File: src/rtl/pawn_dispatcher.sv
// pawn_dispatcher: walks a 64-square board held in SDRAM and, for every square that
// holds a pawn of the selected colour, drives the pawn generator's control registers
// to produce that pawn's moves. The generated boards are packed back-to-back at the
// destination, and the total number of boards produced is reported to the CPU.
//
// Ports:
//   clk, rst_n                 clock; asynchronous active-low reset
//   slave_*                    CPU control port: reg0 start/total, reg1 board base,
//                              reg2 destination base, reg3 colour (bit0 = 1 selects black)
//   master_*                   SDRAM read master, one outstanding read at a time
//   gen_*                      master port into the pawn generator's control slave
module pawn_dispatcher #(
    parameter int unsigned NUM_SQUARES = 64,
    parameter int unsigned WORD_BYTES  = 4,
    parameter int unsigned BOARD_BYTES = NUM_SQUARES * WORD_BYTES
) (
    input  logic        clk,
    input  logic        rst_n,
    // CPU slave
    output logic        slave_waitrequest_o,
    input  logic [3:0]  slave_address_i,
    input  logic        slave_read_i,
    output logic [31:0] slave_readdata_o,
    input  logic        slave_write_i,
    input  logic [31:0] slave_writedata_i,
    // SDRAM master
    input  logic        master_waitrequest_i,
    output logic [31:0] master_address_o,
    output logic        master_read_o,
    input  logic [31:0] master_readdata_i,
    input  logic        master_readdatavalid_i,
    // Generator control master
    input  logic        gen_waitrequest_i,
    output logic [3:0]  gen_address_o,
    output logic        gen_read_o,
    input  logic [31:0] gen_readdata_i,
    output logic        gen_write_o,
    output logic [31:0] gen_writedata_o
);

    localparam int unsigned IdxW = $clog2(NUM_SQUARES);

    typedef enum logic [3:0] {
        StIdle,
        StRdSq,
        StRdWait,
        StCheck,
        StGBrd,
        StGDst,
        StGX,
        StGY,
        StGGo,
        StGPoll,
        StNext,
        StDone
    } state_e;

    state_e            state_q;
    logic [31:0]       base_q;
    logic [31:0]       dest_q;
    logic [31:0]       colour_q;
    logic [31:0]       total_q;
    logic [31:0]       dst_q;
    logic [IdxW-1:0]   idx_q;
    logic [7:0]        code_q;

    logic              master_read_q;
    logic [31:0]       master_address_q;
    logic              gen_read_q;
    logic              gen_write_q;
    logic [3:0]        gen_address_q;
    logic [31:0]       gen_writedata_q;

    logic              busy;
    logic              start;
    logic              is_pawn;
    logic              last_sq;
    logic [IdxW-1:0]   next_idx;
    logic [31:0]       next_sq_addr;
    logic [31:0]       dst_step;
    logic signed [7:0] code_s;

    // Only the piece code in the low byte of a square word matters.
    logic              unused_rdata;
    assign unused_rdata = ^master_readdata_i[31:8];

    always_comb begin
        busy         = (state_q != StIdle);
        start        = slave_write_i && (slave_address_i == 4'd0) && !busy;
        code_s       = code_q;
        // White pawns are codes 1..8, black pawns are -1..-8.
        is_pawn      = colour_q[0] ? ((code_s >= -8'sd8) && (code_s <= -8'sd1))
                                   : ((code_s >= 8'sd1) && (code_s <= 8'sd8));
        last_sq      = (idx_q == IdxW'(NUM_SQUARES - 1));
        next_idx     = idx_q + IdxW'(1);
        next_sq_addr = base_q + 32'(next_idx) * WORD_BYTES;
        dst_step     = gen_readdata_i * BOARD_BYTES;
    end

    // A read of reg0 stalls the CPU until the scan has fully returned to idle.
    always_comb begin
        slave_waitrequest_o = slave_read_i && (slave_address_i == 4'd0) && busy;
        slave_readdata_o    = '0;
        if (slave_read_i) begin
            case (slave_address_i)
                4'd0:    slave_readdata_o = total_q;
                4'd1:    slave_readdata_o = base_q;
                4'd2:    slave_readdata_o = dest_q;
                4'd3:    slave_readdata_o = colour_q;
                default: slave_readdata_o = '0;
            endcase
        end
    end

    assign master_read_o    = master_read_q;
    assign master_address_o = master_address_q;
    assign gen_read_o       = gen_read_q;
    assign gen_write_o      = gen_write_q;
    assign gen_address_o    = gen_address_q;
    assign gen_writedata_o  = gen_writedata_q;

    // Bus strobes are registered and set up on the edge that enters each state, so
    // each transfer state simply waits for its own accepting edge and then loads the
    // next transfer.
    always_ff @(posedge clk or negedge rst_n) begin
        if (!rst_n) begin
            state_q          <= StIdle;
            base_q           <= '0;
            dest_q           <= '0;
            colour_q         <= '0;
            total_q          <= '0;
            dst_q            <= '0;
            idx_q            <= '0;
            code_q           <= '0;
            master_read_q    <= 1'b0;
            master_address_q <= '0;
            gen_read_q       <= 1'b0;
            gen_write_q      <= 1'b0;
            gen_address_q    <= '0;
            gen_writedata_q  <= '0;
        end else begin
            // Configuration writes land only while idle; writes during a scan are dropped.
            if (slave_write_i && !busy) begin
                case (slave_address_i)
                    4'd1:    base_q   <= slave_writedata_i;
                    4'd2:    dest_q   <= slave_writedata_i;
                    4'd3:    colour_q <= slave_writedata_i;
                    default: ;
                endcase
            end

            unique case (state_q)
                StIdle: begin
                    if (start) begin
                        idx_q            <= '0;
                        dst_q            <= dest_q;
                        total_q          <= '0;
                        master_read_q    <= 1'b1;
                        master_address_q <= base_q;
                        state_q          <= StRdSq;
                    end
                end
                StRdSq: begin
                    if (!master_waitrequest_i) begin
                        master_read_q <= 1'b0;
                        state_q       <= StRdWait;
                    end
                end
                StRdWait: begin
                    if (master_readdatavalid_i) begin
                        code_q  <= master_readdata_i[7:0];
                        state_q <= StCheck;
                    end
                end
                StCheck: begin
                    if (is_pawn) begin
                        gen_write_q     <= 1'b1;
                        gen_address_q   <= 4'd1;
                        gen_writedata_q <= base_q;
                        state_q         <= StGBrd;
                    end else begin
                        state_q <= StNext;
                    end
                end
                StGBrd: begin
                    if (!gen_waitrequest_i) begin
                        gen_address_q   <= 4'd2;
                        gen_writedata_q <= dst_q;
                        state_q         <= StGDst;
                    end
                end
                StGDst: begin
                    if (!gen_waitrequest_i) begin
                        gen_address_q   <= 4'd3;
                        gen_writedata_q <= 32'(idx_q[2:0]);
                        state_q         <= StGX;
                    end
                end
                StGX: begin
                    if (!gen_waitrequest_i) begin
                        gen_address_q   <= 4'd4;
                        gen_writedata_q <= 32'(idx_q[IdxW-1:3]);
                        state_q         <= StGY;
                    end
                end
                StGY: begin
                    if (!gen_waitrequest_i) begin
                        gen_address_q   <= 4'd0;
                        gen_writedata_q <= '0;
                        state_q         <= StGGo;
                    end
                end
                StGGo: begin
                    // Swap write for read in one edge; the two never overlap.
                    if (!gen_waitrequest_i) begin
                        gen_write_q   <= 1'b0;
                        gen_read_q    <= 1'b1;
                        gen_address_q <= 4'd0;
                        state_q       <= StGPoll;
                    end
                end
                StGPoll: begin
                    if (!gen_waitrequest_i) begin
                        gen_read_q <= 1'b0;
                        total_q    <= total_q + gen_readdata_i;
                        dst_q      <= dst_q + dst_step;
                        state_q    <= StNext;
                    end
                end
                StNext: begin
                    if (last_sq) begin
                        state_q <= StDone;
                    end else begin
                        idx_q            <= next_idx;
                        master_read_q    <= 1'b1;
                        master_address_q <= next_sq_addr;
                        state_q          <= StRdSq;
                    end
                end
                StDone: begin
                    state_q <= StIdle;
                end
                default: begin
                    state_q <= StIdle;
                end
            endcase
        end
    end

endmodule

File: config.mk
export PLATFORM = sky130hd
export DESIGN_NAME = pawn_dispatcher
export DESIGN_NICKNAME = d
export VERILOG_FILES = /design/src/rtl/pawn_dispatcher.sv
export SDC_FILE = /design/constraint.sdc
export NUM_CORES = 1
export LEC_CHECK = 0
export ABC_AREA = 1
export BUFFER_PORTS_ARGS = -buffer_cell sky130_fd_sc_hd__buf_2
export CAP_MARGIN = 0
export CORE_ASPECT_RATIO = 1.25
export CORE_MARGIN = 2
export CORE_UTILIZATION = 45
export DETAILED_ROUTE_END_ITERATION = 16
export GPL_ROUTABILITY_DRIVEN = 0
export PLACE_DENSITY = 0.66
export SKIP_LAST_GASP = 1
export SYNTH_ARGS = -nofsm -noshare
export SYNTH_HDL_FRONTEND = slang
export SYNTH_SLANG_ARGS = --single-unit
File: constraint.sdc
create_clock -name clk -period 2.65 [get_ports clk]
set_input_delay 0.3975 -clock clk [delete_from_list [all_inputs] [get_ports clk]]
set_output_delay 0.3975 -clock clk [all_outputs]
set_load 0.02 [all_outputs]
==> out/metrics.cfg <==
[worst_setup_path]
worstPathCellList = buf_2 > inv_1 > nand3_1 > inv_1 > a221oi_1 > nor2_1 > buf_2
crit_family = buffers and inverters
slowest_delay_ps = 580
cp-end-kind = output port
slowest_stage = inv_1
crit_fanout = 18
worstSetupPathType = primary input to output port
crit_arrival_ps = 2110
cp-start-kind = primary input
path_buf_inv = 4
cp.required_ps = 2250

[floorplanning]
dieWidth_um = 174
core_area_mm2 = 0.0360
dieArea_mm2 = 0.0378
pin_count = 211
start_util_pct = 45.3
die_h_um = 217
fp-row-count = 78

[place]
numPortBuffers = 185
dp_slack_ps = 44.2
placedInstanceArea_mm2 = 0.0179
hpwlAfterDp_mm = 42.5

[synthesis]
synth_xor_area_share_pct = 1.23
muxShareOfSynthArea_pct = 0.483
async_flop_share_pct = 100
synth_top_family_by_area = simple AND/OR/NAND/NOR gates
synth_edf_count = 0
yosys-top-cells-count = nand2_1, inv_1, dfrtp_1
synth_simple_gate_area_share_pct = 30.5
syn_nets = 2568
syn_area_mm2 = 0.0163
synth_top_cell_area_share_pct = 38.0
avgSynthCellArea_um2 = 6.81
synth_flop_cell = dfrtp_1
synth_seq_cells = 248
synth_area_leaders = dfrtp_1, nand2_1, inv_1, o21ai_0, ha_1
yosys_warnings = 0
synth-compound-area-share_pct = 13.4
synth_adder_area_share_pct = 5.04
synthCells = 2397
yosysSeqAreaShare_pct = 38.0
yosysMostFrequentCell = nand2_1
yosys.cell_types.count = 49
yosys.area.top_type = dfrtp_1

[cts]
cts.reportedPaths.clkPinSlew_ps = 60
cts_buffers = 27
cts.sinks = 248
cts_tree = done
h-tree-depth = 1
clockRootBuffer = clkbuf_16
worstSkewPairLatency_ps = 570
clockBufferDepth = 3

[timing]
fmax_mhz = 399
relSlewSlack_pct = 37.2
final.setup_skew_ps = 21.2
final.setup.worst_slack_ps = 142
hold_viol = 0
holdWs_ps = 64.5
drv_slew = 0
worstMarginPinSlew_ps = 932
finalSetupViolations = 0
period_share_pct = 94.6
fin_crit_ps = 2510

[detailed_routing]
vias = 16400
drc_errors = 0
drt.antenna.violating_nets = 0
viasPerCell = 5.33
drt_iter0_drc = 1315
wirelength_mm = 53.9
wl_per_cell_um = 17.5
dr.pass1.iters = 5

[cells_and_area]
nets = 2749
stdcell_area_mm2 = 0.0188
syn_to_final_growth_pct = 15.4
final_util_pct = 52.3
n_fill_cell = 3587
drive_gt1_share_pct = 12.6
n_antenna_cell = 0

[pwr]
max-vdd-ir-drop_uv = 557
p_per_area_mw_per_mm2 = 1130
power_leakage_nw = 10.2

[global_routing]
track_usage_pct = 28.3
grt_pass1_wl_mm = 84.3
antenna_found_initial = 0
first_global_vias = 15500
grt_overflow = 0
grt_start_max_net_pins = 83

[min_path]
hold_path.class = primary input to flip-flop

[status]
status = complete, no violations

[flow_run]
maxCapViolCount = 0

placed cells by master, fill, tap and decap left out, types with 12 or more instances in the layout:
| cell | netlist | routed |
|---|---|---|
| nand4_1 | 24 | 24 |
| nand2_1 | 837 | 835 |
| clkbuf_16 | 0 | 27 |
| dfrtp_1 | 248 | 248 |
| o22ai_1 | 47 | 47 |
| ha_1 | 61 | 60 |
| buf_2 | 29 | 184 |
| o21ai_0 | 217 | 216 |
| nor2_1 | 153 | 150 |
| a221oi_1 | 32 | 32 |
| a21oi_1 | 55 | 54 |
| o21ai_1 | 27 | 28 |
| nand3_1 | 133 | 133 |
| xor2_1 | 15 | 14 |
| inv_2 | 10 | 12 |
| buf_4 | 5 | 31 |
| inv_1 | 371 | 369 |
| nor3_1 | 16 | 16 |
power breakdown:
group / leakage [nW] / switching (mW) / internal [mW] / total [mW]
sequential: 3.22 / 1.51 / 5.46 / 6.97
combinational: 6.51 / 6.96 / 3.45 / 10.4
clock: 0.454 / 1.67 / 2.21 / 3.88
total: 10.2 / 10.1 / 11.1 / 21.3
repair_timing:
action	in CTS	in global routing
gates resized for setup	0	13
hold buffers	1	0
setup endpoints to repair	0	24
endpoints found under the hold margin	76	0
buffers inserted	0	2
path summary, 6_finish.rpt:
check,from,endpoint,slack (ps),depth (start not counted)
max in group asynchronous,rst_n,total_q[15],1360,3
worst min-delay path,master_readdata_i[2],code_q[2],60,2
min in group asynchronous,rst_n,gen_writedata_o[10],390,2
worst min register to register,master_address_o[28],master_address_o[28],480,2
worst max register to register,idx_q[0],master_address_o[25],160,17
worst max-delay path,slave_address_i[0],slave_readdata_o[11],140,7
state kept, by name (all words and copies together), names as in the netlist:
signal	cells
dest_q	32
gen_writedata_o	32
idx_q	6
gen_address_o	3
gen_read_o	1
state_q	4
colour_q	32
gen_write_o	1
dst_q	32
base_q	32
master_address_o	32
master_read_o	1
total_q	32
code_q	8
layout make-up:
class                   count  area [um^2]  share of cell area, %
clock buffers              32          744                   3.95
clock inverters            17          156                  0.830
inverters                 384         1450                   7.69
multi-input cells        1691         8330                   44.2
flip-flops and latches    248         6210                   32.9
well taps                 480          601                   3.19
repair buffers            226         1360                   7.21
metrics by stage:
stage          cells  setup TNS (ps)  power, mW
2_1_floorplan   2397               0       13.9
3_3_place_gp    3026               0       17.0
3_5_place_dp    3026               0       17.2
4_1_cts         3076               0       21.2
5_1_grt         3078           -78.0       23.0
6_report        3078               0       21.3
kinds of logic (layout without fill, tap and decap cells):
family	after synthesis	count (layout)
XOR/XNOR	23	23
AO/OA/AOI/OAI	395	395
AND/OR/NAND/NOR	1201	1201
other	1	1
buffers and inverters	458	659
multiplexers	7	7
adder cells (fa/ha/maj)	64	64
flip-flops	248	248
layer usage:
metal / up-vias / routed length, um / global-route usage (%)
met5: - / 0 / 0
met4: 0 / 2190 / 10.7
met3: 115 / 3670 / 2.60
met2: 603 / 25800 / 48.2
met1: 7684 / 22300 / 37.3
li1: 7997 / - / -
No activity file was read; power rests on OpenSTA's default activity.
